[config.mk]
export PLATFORM = sky130hd
export DESIGN_NAME = multicycle_controller_flat
export DESIGN_NICKNAME = d
export VERILOG_FILES = /design/src/rtl/multicycle_controller_if.sv /design/src/rtl/multicycle_controller.sv /design/src/flat_wrapper.sv
export SDC_FILE = /design/constraint.sdc
export NUM_CORES = 1
export LEC_CHECK = 0
export BUFFER_PORTS_ARGS = -buffer_cell sky130_fd_sc_hd__buf_2
export CORE_MARGIN = 5
export CORE_UTILIZATION = 45
export DETAILED_ROUTE_END_ITERATION = 6
export GPL_ROUTABILITY_DRIVEN = 0
export PLACE_DENSITY_LB_ADDON = 0.25
export SYNTH_ARGS = -nofsm -noshare
export SYNTH_HDL_FRONTEND = slang
export SYNTH_SLANG_ARGS = --single-unit
[constraint.sdc]
create_clock -name clk_i -period 1.71 [get_ports clk_i]
set_clock_uncertainty 0.15 [all_clocks]
set_input_delay 0 -clock clk_i [delete_from_list [all_inputs] [get_ports clk_i]]
set_output_delay 0 -clock clk_i [all_outputs]
set_load 0.005 [all_outputs]
[src/rtl/multicycle_controller_if.sv]
// Control bus between the multi-cycle RV32I controller (master) and its datapath (slave).
// The illegal_instr line exists only when ILLEGAL_TRAP_EN is defined.
interface multicycle_controller_if #(
    parameter int ALUCTRL_W = 3
);
    logic [6:0]           op;
    logic [2:0]           funct3;
    logic                 funct7b5;
    logic                 zero;
    logic                 mem_ready;
    logic                 pc_write;
    logic                 adr_src;
    logic                 mem_write;
    logic                 ir_write;
    logic [1:0]           result_src;
    logic [1:0]           alu_src_a;
    logic [1:0]           alu_src_b;
    logic [ALUCTRL_W-1:0] alu_control;
    logic [1:0]           imm_src;
    logic                 reg_write;
`ifdef ILLEGAL_TRAP_EN
    logic                 illegal_instr;
`endif

    modport master (
        input  op, funct3, funct7b5, zero, mem_ready,
        output pc_write, adr_src, mem_write, ir_write, result_src,
        output alu_src_a, alu_src_b, alu_control, imm_src, reg_write
`ifdef ILLEGAL_TRAP_EN
        , output illegal_instr
`endif
    );

    modport slave (
        output op, funct3, funct7b5, zero, mem_ready,
        input  pc_write, adr_src, mem_write, ir_write, result_src,
        input  alu_src_a, alu_src_b, alu_control, imm_src, reg_write
`ifdef ILLEGAL_TRAP_EN
        , input illegal_instr
`endif
    );
endinterface

[src/rtl/multicycle_controller.sv]
// Multi-cycle RV32I main control FSM with ALU and immediate decoders and a mem_ready handshake.
// Define ILLEGAL_TRAP_EN to route unknown opcodes to a sticky TRAP state driving illegal_instr.
module multicycle_controller #(
    parameter int STATE_W   = 4,
    parameter int ALUCTRL_W = 3
) (
    input  logic                   clk_i,
    input  logic                   reset_i,
    multicycle_controller_if.master ctrl_if
);

    localparam logic [6:0] OP_LW  = 7'b0000011;
    localparam logic [6:0] OP_SW  = 7'b0100011;
    localparam logic [6:0] OP_R   = 7'b0110011;
    localparam logic [6:0] OP_I   = 7'b0010011;
    localparam logic [6:0] OP_BR  = 7'b1100011;
    localparam logic [6:0] OP_JAL = 7'b1101111;

    localparam logic [ALUCTRL_W-1:0] ALU_ADD = ALUCTRL_W'(3'b000);
    localparam logic [ALUCTRL_W-1:0] ALU_SUB = ALUCTRL_W'(3'b001);
    localparam logic [ALUCTRL_W-1:0] ALU_AND = ALUCTRL_W'(3'b010);
    localparam logic [ALUCTRL_W-1:0] ALU_OR  = ALUCTRL_W'(3'b011);
    localparam logic [ALUCTRL_W-1:0] ALU_SLT = ALUCTRL_W'(3'b101);

    typedef enum logic [STATE_W-1:0] {
        FETCH    = STATE_W'(0),
        DECODE   = STATE_W'(1),
        MEMADR   = STATE_W'(2),
        MEMREAD  = STATE_W'(3),
        MEMWB    = STATE_W'(4),
        MEMWRITE = STATE_W'(5),
        EXECR    = STATE_W'(6),
        EXECI    = STATE_W'(7),
        ALUWB    = STATE_W'(8),
        BRANCH   = STATE_W'(9),
        JAL      = STATE_W'(10)
`ifdef ILLEGAL_TRAP_EN
        , TRAP   = STATE_W'(11)
`endif
    } state_e;

    state_e state_q, state_d, out_state;

    logic [ALUCTRL_W-1:0] funct_alu;
    logic                 pc_update;
    logic                 pc_write_d, adr_src_d, mem_write_d, ir_write_d, reg_write_d;
    logic [1:0]           result_src_d, alu_src_a_d, alu_src_b_d, imm_src_d;
    logic [ALUCTRL_W-1:0] alu_control_d;
    logic                 illegal_d;

    always_ff @(posedge clk_i) begin
        if (reset_i) state_q <= FETCH;
        else         state_q <= state_d;
    end

    always_comb begin
        funct_alu = ALU_ADD;
        case (ctrl_if.funct3)
            3'b000:  funct_alu = (ctrl_if.op[5] & ctrl_if.funct7b5) ? ALU_SUB : ALU_ADD;
            3'b010:  funct_alu = ALU_SLT;
            3'b110:  funct_alu = ALU_OR;
            3'b111:  funct_alu = ALU_AND;
            default: funct_alu = ALU_ADD;
        endcase
    end

    always_comb begin
        state_d = state_q;
        case (state_q)
            FETCH:    state_d = ctrl_if.mem_ready ? DECODE : FETCH;
            DECODE: begin
                case (ctrl_if.op)
                    OP_LW, OP_SW: state_d = MEMADR;
                    OP_R:         state_d = EXECR;
                    OP_I:         state_d = EXECI;
                    OP_BR:        state_d = BRANCH;
                    OP_JAL:       state_d = JAL;
`ifdef ILLEGAL_TRAP_EN
                    default:      state_d = TRAP;
`else
                    default:      state_d = FETCH;
`endif
                endcase
            end
            MEMADR:   state_d = (ctrl_if.op == OP_LW) ? MEMREAD : MEMWRITE;
            MEMREAD:  state_d = ctrl_if.mem_ready ? MEMWB : MEMREAD;
            MEMWB:    state_d = FETCH;
            MEMWRITE: state_d = ctrl_if.mem_ready ? FETCH : MEMWRITE;
            EXECR:    state_d = ALUWB;
            EXECI:    state_d = ALUWB;
            ALUWB:    state_d = FETCH;
            BRANCH:   state_d = FETCH;
            JAL:      state_d = ALUWB;
`ifdef ILLEGAL_TRAP_EN
            TRAP:     state_d = TRAP;
`endif
            default:  state_d = FETCH;
        endcase
    end

    // While reset is held the selects decode as FETCH and every enable is suppressed,
    // so an instruction interrupted mid-flight (e.g. a store) writes nothing.
    always_comb begin
        out_state     = reset_i ? FETCH : state_q;
        pc_update     = 1'b0;
        adr_src_d     = 1'b0;
        mem_write_d   = 1'b0;
        ir_write_d    = 1'b0;
        reg_write_d   = 1'b0;
        result_src_d  = 2'b00;
        alu_src_a_d   = 2'b00;
        alu_src_b_d   = 2'b00;
        alu_control_d = ALU_ADD;
        illegal_d     = 1'b0;
        case (out_state)
            FETCH: begin
                alu_src_b_d  = 2'b10;
                result_src_d = 2'b10;
                ir_write_d   = ctrl_if.mem_ready;
                pc_update    = ctrl_if.mem_ready;
            end
            DECODE: begin
                alu_src_a_d = 2'b01;
                alu_src_b_d = 2'b01;
            end
            MEMADR: begin
                alu_src_a_d = 2'b10;
                alu_src_b_d = 2'b01;
            end
            MEMREAD:  adr_src_d = 1'b1;
            MEMWB: begin
                result_src_d = 2'b01;
                reg_write_d  = 1'b1;
            end
            MEMWRITE: begin
                adr_src_d   = 1'b1;
                mem_write_d = 1'b1;
            end
            EXECR: begin
                alu_src_a_d   = 2'b10;
                alu_control_d = funct_alu;
            end
            EXECI: begin
                alu_src_a_d   = 2'b10;
                alu_src_b_d   = 2'b01;
                alu_control_d = funct_alu;
            end
            ALUWB:    reg_write_d = 1'b1;
            BRANCH: begin
                alu_src_a_d   = 2'b10;
                alu_control_d = ALU_SUB;
            end
            JAL: begin
                alu_src_a_d = 2'b01;
                alu_src_b_d = 2'b10;
                pc_update   = 1'b1;
            end
`ifdef ILLEGAL_TRAP_EN
            TRAP:     illegal_d = 1'b1;
`endif
            default: begin
                pc_update = 1'b0;
            end
        endcase

        pc_write_d = pc_update |
                     ((out_state == BRANCH) & (ctrl_if.zero ^ ctrl_if.funct3[0]));

        if (reset_i) begin
            pc_write_d  = 1'b0;
            ir_write_d  = 1'b0;
            reg_write_d = 1'b0;
            mem_write_d = 1'b0;
        end
    end

    always_comb begin
        case (ctrl_if.op)
            OP_SW:   imm_src_d = 2'b01;
            OP_BR:   imm_src_d = 2'b10;
            OP_JAL:  imm_src_d = 2'b11;
            default: imm_src_d = 2'b00;
        endcase
    end

    assign ctrl_if.pc_write    = pc_write_d;
    assign ctrl_if.adr_src     = adr_src_d;
    assign ctrl_if.mem_write   = mem_write_d;
    assign ctrl_if.ir_write    = ir_write_d;
    assign ctrl_if.result_src  = result_src_d;
    assign ctrl_if.alu_src_a   = alu_src_a_d;
    assign ctrl_if.alu_src_b   = alu_src_b_d;
    assign ctrl_if.alu_control = alu_control_d;
    assign ctrl_if.imm_src     = imm_src_d;
    assign ctrl_if.reg_write   = reg_write_d;
`ifdef ILLEGAL_TRAP_EN
    assign ctrl_if.illegal_instr = illegal_d;
`else
    logic unused_illegal;
    assign unused_illegal = illegal_d;
`endif

endmodule

[src/flat_wrapper.sv]
// flat-port wrapper written by rule: the top's interface ports become plain ports
module multicycle_controller_flat 
#(
    parameter int STATE_W   = 4,
    parameter int ALUCTRL_W = 3
)
  (clk_i, reset_i, ctrl_if_op, ctrl_if_funct3, ctrl_if_funct7b5, ctrl_if_zero, ctrl_if_mem_ready, ctrl_if_pc_write, ctrl_if_adr_src, ctrl_if_mem_write, ctrl_if_ir_write, ctrl_if_result_src, ctrl_if_alu_src_a, ctrl_if_alu_src_b, ctrl_if_alu_control, ctrl_if_imm_src, ctrl_if_reg_write);
  multicycle_controller_if #(.ALUCTRL_W(ALUCTRL_W)) ctrl_if_i ();
  input  logic clk_i;
  input  logic reset_i;
  input wire logic [$bits(ctrl_if_i.op)-1:0] ctrl_if_op;
  input wire logic [$bits(ctrl_if_i.funct3)-1:0] ctrl_if_funct3;
  input wire logic [$bits(ctrl_if_i.funct7b5)-1:0] ctrl_if_funct7b5;
  input wire logic [$bits(ctrl_if_i.zero)-1:0] ctrl_if_zero;
  input wire logic [$bits(ctrl_if_i.mem_ready)-1:0] ctrl_if_mem_ready;
  output wire logic [$bits(ctrl_if_i.pc_write)-1:0] ctrl_if_pc_write;
  output wire logic [$bits(ctrl_if_i.adr_src)-1:0] ctrl_if_adr_src;
  output wire logic [$bits(ctrl_if_i.mem_write)-1:0] ctrl_if_mem_write;
  output wire logic [$bits(ctrl_if_i.ir_write)-1:0] ctrl_if_ir_write;
  output wire logic [$bits(ctrl_if_i.result_src)-1:0] ctrl_if_result_src;
  output wire logic [$bits(ctrl_if_i.alu_src_a)-1:0] ctrl_if_alu_src_a;
  output wire logic [$bits(ctrl_if_i.alu_src_b)-1:0] ctrl_if_alu_src_b;
  output wire logic [$bits(ctrl_if_i.alu_control)-1:0] ctrl_if_alu_control;
  output wire logic [$bits(ctrl_if_i.imm_src)-1:0] ctrl_if_imm_src;
  output wire logic [$bits(ctrl_if_i.reg_write)-1:0] ctrl_if_reg_write;
  assign ctrl_if_i.op = ctrl_if_op;
  assign ctrl_if_i.funct3 = ctrl_if_funct3;
  assign ctrl_if_i.funct7b5 = ctrl_if_funct7b5;
  assign ctrl_if_i.zero = ctrl_if_zero;
  assign ctrl_if_i.mem_ready = ctrl_if_mem_ready;
  assign ctrl_if_pc_write = ctrl_if_i.pc_write;
  assign ctrl_if_adr_src = ctrl_if_i.adr_src;
  assign ctrl_if_mem_write = ctrl_if_i.mem_write;
  assign ctrl_if_ir_write = ctrl_if_i.ir_write;
  assign ctrl_if_result_src = ctrl_if_i.result_src;
  assign ctrl_if_alu_src_a = ctrl_if_i.alu_src_a;
  assign ctrl_if_alu_src_b = ctrl_if_i.alu_src_b;
  assign ctrl_if_alu_control = ctrl_if_i.alu_control;
  assign ctrl_if_imm_src = ctrl_if_i.imm_src;
  assign ctrl_if_reg_write = ctrl_if_i.reg_write;
  multicycle_controller #(.STATE_W(STATE_W), .ALUCTRL_W(ALUCTRL_W)) u_core (.clk_i(clk_i), .reset_i(reset_i), .ctrl_if(ctrl_if_i));
endmodule
Yosys cells after proc, flatten, opt, wreduce, memory -nomap -nowiden
Index checks and enable logic that the tools add are counted.

storage, ports and cells
  register bits after elaboration = 4
  input port bits = 15
  output and inout bits = 16
  word-level logic and storage cells = 66

operators by class
  equality and inequality tests = 26
  muxes and demuxes = 23
  bitwise gates (word level) = 4
  reductions and logical operators = 12

operators by type and width
  operator                                              number
  equality test 4 x 3 -> 1 bit (second input constant)  7
  one-hot mux 4 bit (6 select lines)                    1
  one-hot mux 4 bit (5 select lines)                    1
  equality test 4 x 2 -> 1 bit (second input constant)  4
  equality test 4 bit (second input constant)           4
  equality test 7 x 6 -> 1 bit (second input constant)  2
  equality test 7 bit (second input constant)           2
  one-hot mux 2 bit (2 select lines)                    3
  one-hot mux 3 bit (4 select lines)                    1
  OR reduction 2 bit                                    6
  two-way mux 1 bit                                     10
  two-way mux 3 bit                                     3
  equality test 4 x 1 -> 1 bit (second input constant)  2
  logical NOT 4 bit                                     2
  equality test 7 x 2 -> 1 bit (second input constant)  1
  equality test 7 x 5 -> 1 bit (second input constant)  1
  equality test 3 bit (second input constant)           2
  one-hot mux 2 bit (3 select lines)                    1
  one-hot mux 3 bit (2 select lines)                    1
  OR reduction 3 bit                                    2
  two-way mux 4 bit                                     1
  OR reduction 4 bit                                    1
  equality test 3 x 2 -> 1 bit (second input constant)  1
  logical NOT 3 bit                                     1
  other kinds (4)                                       5

Logic depth before layout (Yosys ltp)
  depth after elaboration = 5
  gate-level depth with buffers = 6
  mapped depth without buffers = 4

Least setup slack after synthesis
No wires, ideal clock.

  path type = register to register
  start = register u_core.state_q[2]
  end = register u_core.state_q[2]
  setup time = 103 ps
  data arrival time = 1284 ps
  data required time = 1457 ps
  setup slack = 172 ps
  cell stages (with the launch flop) = 6
  path buffers = 1
  clock period less this slack = 1538 ps
  cells stage by stage = dfxtp_1 -> buf_4 -> or3b_1 -> a21oi_1 -> a31oi_1 -> a2111oi_2

on the way
  word-level cells in the longest chain between the ends = 3
  elaborated cells on any way between the ends = 10
  those cells by class = 7 x eq/ne; 1 x mux; 2 x reduce/logical

RTL lines
  what                                                                        line                         text
  start, declared                                                             multicycle_controller.sv:42  state_e state_q, state_d, out_state;
  start signal, assigned                                                      multicycle_controller.sv:53  else state_q <= state_d;
  equality test 4 x 3 -> 1 bit / equality test 4 bit (equally long branches)  multicycle_controller.sv:69  case (state_q)
  OR reduction 3 bit (no line)                                                n/a
  one-hot mux 4 bit (6 select lines) *                                        multicycle_controller.sv:69

Mark *: on every way between the ends. The rest lies on a longest branch, timed or not.
A chain may end at the register's enable or synchronous reset.

Worst setup path in the final report
  start = register u_core.state_q[2]
  end = output port ctrl_if_ir_write

on the way
  word-level cells in the longest chain between the ends = 4

RTL lines
  what               line                          text
  two-way mux 4 bit  multicycle_controller.sv:104  out_state = reset_i ? FETCH : state_q;
  logical NOT 4 bit  multicycle_controller.sv:115  case (out_state)
  two-way mux 1 bit  multicycle_controller.sv:115
  two-way mux 1 bit  multicycle_controller.sv:169  if (reset_i) begin
  end, declared      flat_wrapper.sv:19            output wire logic [$bits(ctrl_if_i.ir_write)-1:0] ctrl_if_ir_write;

No other way between the ends.

==> impl_results.md <==
- Finished Layout Cells: 151
- Antenna violations before repair: 0
- Routed len/inst: 15.2 um
- Status: finished, violations left
- First drt pass iteration count: 4
- Post-Syn Nets: 112
- Vias: 891
- Failing checks: setup timing
- Worst-path clk slew: 40 ps
- Mapped cell area: 656 um2
- Critical Path Fanout Max: 7
- DR iter-0 viols: 28
- Crit share post-route: 101%
- Via density: 5.90
- Slew headroom: 76.4%
- Dpl cells: 142
- Power density cells: 341 mW/mm2
- CTS buffer count: 3
- Most frequent cells in the layout: 29 x buf_2, 10 x buf_4, 8 x nand2_1, 8 x nor3_1, 6 x nor2_1
- Biggest register: u_core.state_q
- Die area: 0.00232 mm2
- Filler cells: 99
- Vias in the first global route: 810
- Global-route wire length before repair: 3.60 mm
- Leakage: 0.426 nW
- Grt total ovfl: 0
- Die Width: 48.2 um
- Layout cells sized above 1: 47.8%
- GR Util All Layers: 21.9%
- Final Hold Viols: 0
- Drt drc: 0
- Num ports: 31
- Routed WL: 2.29 mm
- WHS: 34.3 ps
- Max VDD drop: 342 uV
- H-tree levels: 1
- Initial core utilization: 49.2%
- Final slew viol count: 0
- CTS tree: built
- Max_cap viols: 0
- Clock latency on the worst-skew pair: 250 ps
- RSZ-0062 raised after global routing: yes
- CP endpoint kind: primary output
- Top flop regs: u_core.state_q (4)
- Post-Syn Area per Cell: 6.76 um2
- Bufs on Longest Clock Path: 2
- CP arrival: 1580 ps
- Port bufs: 30
- Area Overhead vs Synth: 53.1%
- TritonCTS Sinks: 4
- Die Span Y: 48.2 um
- Setup TNS: -21.4 ps
- Largest net degree at the start of global routing: 16
- Reg2reg setup slack: 150 ps
- Pre-CTS setup slack: 77.1 ps
- Req. time, crit path: 1560 ps
- HPWL after detailed placement: 1.55 mm
- Std-Cell Rows: 13
- Fmax: 578 MHz
- Antenna diode count: 0
- Synth Register Bits: 4
- Routed Antenna Nets: 0
- Final setup vio count: 1
- Core area: 0.00133 mm2
- Mapped Cells: 97
- Yosys cell types: 39
- Hold Crit Class: in2reg
- Ys Warns: 0
- Critical Path Source Type: flop
- Worst slew pin tran: 354 ps
- Period minus WS final: 1730 ps
- Max reg flops: 4
- Sequential area share after synthesis: 12.2%
- Nets: 153
- Clock Tree Root: clkbuf_4
- Commonest non-fill, non-tap cell in the layout: buf_2
- Final WS setup: -21.4 ps
- Util after Layout: 75.2%
- Crit path kind: reg2out
Yosys cell counts:
cell type / n / share of area, %
dfxtp_1: 4 / 12
a2111oi_0: 1 / 1.3
nor4b_1: 1 / 1.3
a32oi_1: 1 / 1.3
nor3b_1: 1 / 1.1
a31oi_1: 3 / 2.9
clkbuf_1: 2 / 1.1
a41o_1: 1 / 1.5
o21ai_0: 3 / 2.3
buf_4: 1 / 1.1
inv_1: 3 / 1.7
a21oi_1: 7 / 5.3
buf_2: 4 / 3.1
clkbuf_2: 1 / 0.76
o31a_1: 1 / 1.3
xor2_1: 2 / 2.7
or3b_1: 1 / 1.3
a211oi_1: 1 / 1.1
a2111oi_2: 1 / 2.3
nand2b_4: 1 / 2.1
nor3_1: 9 / 6.9
a211o_1: 1 / 1.3
or3b_2: 1 / 1.3
a21o_1: 2 / 2.3
buf_1: 1 / 0.57
nand3b_1: 2 / 2.3
xnor2_1: 2 / 2.7
nor4_1: 3 / 2.9
o32ai_2: 1 / 2.5
or3_1: 3 / 2.9
or4b_2: 1 / 1.5
nand2b_1: 4 / 3.8
o21bai_1: 2 / 2.3
nor2_1: 6 / 3.4
nor2b_1: 6 / 5.7
mux2i_1: 1 / 1.5
nand2_1: 8 / 4.6
nand3_1: 3 / 2.3
or3_2: 1 / 1.1
final cells by class:
cell class                 count  area (um2)  area share, %
multi-input combinational     81         588           58.6
sequential                     4        86.3           8.60
tap                           15        18.8           1.87
timing repair buffer          45         277           27.6
clock buffer                   3        22.5           2.24
inverter                       3        11.3           1.12
worst max-delay path, stage by stage, from the launching register on:
cell	delay [ps]
dfxtp_2	340
buf_4	160
or3_4	410
nor4b_4	260
buf_2	160
worst paths after layout:
path / start / to / depth (start not counted)
max: u_core.state_q[2] / ctrl_if_ir_write / 4
min: ctrl_if_op[6] / u_core.state_q[0] / 5
max reg2reg: u_core.state_q[1] / u_core.state_q[2] / 4
min reg2reg: u_core.state_q[3] / u_core.state_q[2] / 2
kinds of logic (layout without fill, tap and decap cells):
kind of cell / count (synthesis) / count (layout) / synth area share, %
AOI/OAI and AO/OA: 25 / 25 / 27.9
xor gates and xnor gates: 4 / 4 / 5.34
buffers and inverters: 12 / 51 / 8.40
DFF: 4 / 4 / 12.2
muxes: 1 / 1 / 1.53
and+or+nand+nor: 51 / 51 / 44.7
stage by stage:
| stage | total power, mW | cell area, um2 |
|---|---|---|
| after global placement | 0.191 | 848 |
| final | 0.342 | 1000 |
| after detailed placement | 0.193 | 848 |
| after CTS | 0.324 | 936 |
| after global routing | 0.358 | 1000 |
| after floorplan | 0.145 | 656 |
repair_timing:
action | CTS | global route
gates resized for setup | 10 | 12
endpoints found under the hold margin | 4 | 0
hold buffers | 4 | 0
cloned | 0 | 0
endpoints found under the setup margin | 4 | 6
setup buffers | 0 | 2
pin swaps | 2 | 5
report_power, final:
group          switching [mW]  internal [mW]  total, mW
logic                  0.0619         0.0563      0.118
clock network          0.0487         0.0792      0.128
registers             0.00166         0.0939     0.0956
total                   0.112          0.229      0.342
routing by layer:
metal	wire length (um)	share of wire, %	vias to the layer above	global-route usage (%)
li1	-	-	436	-
met1	979	43	419	30.0
met2	1140	50	34	34.4
met3	155	6.8	2	3.32
met4	17	0.74	0	8.06
met5	0	0	-	0
Note: power is estimated with default switching activity, not from simulation.
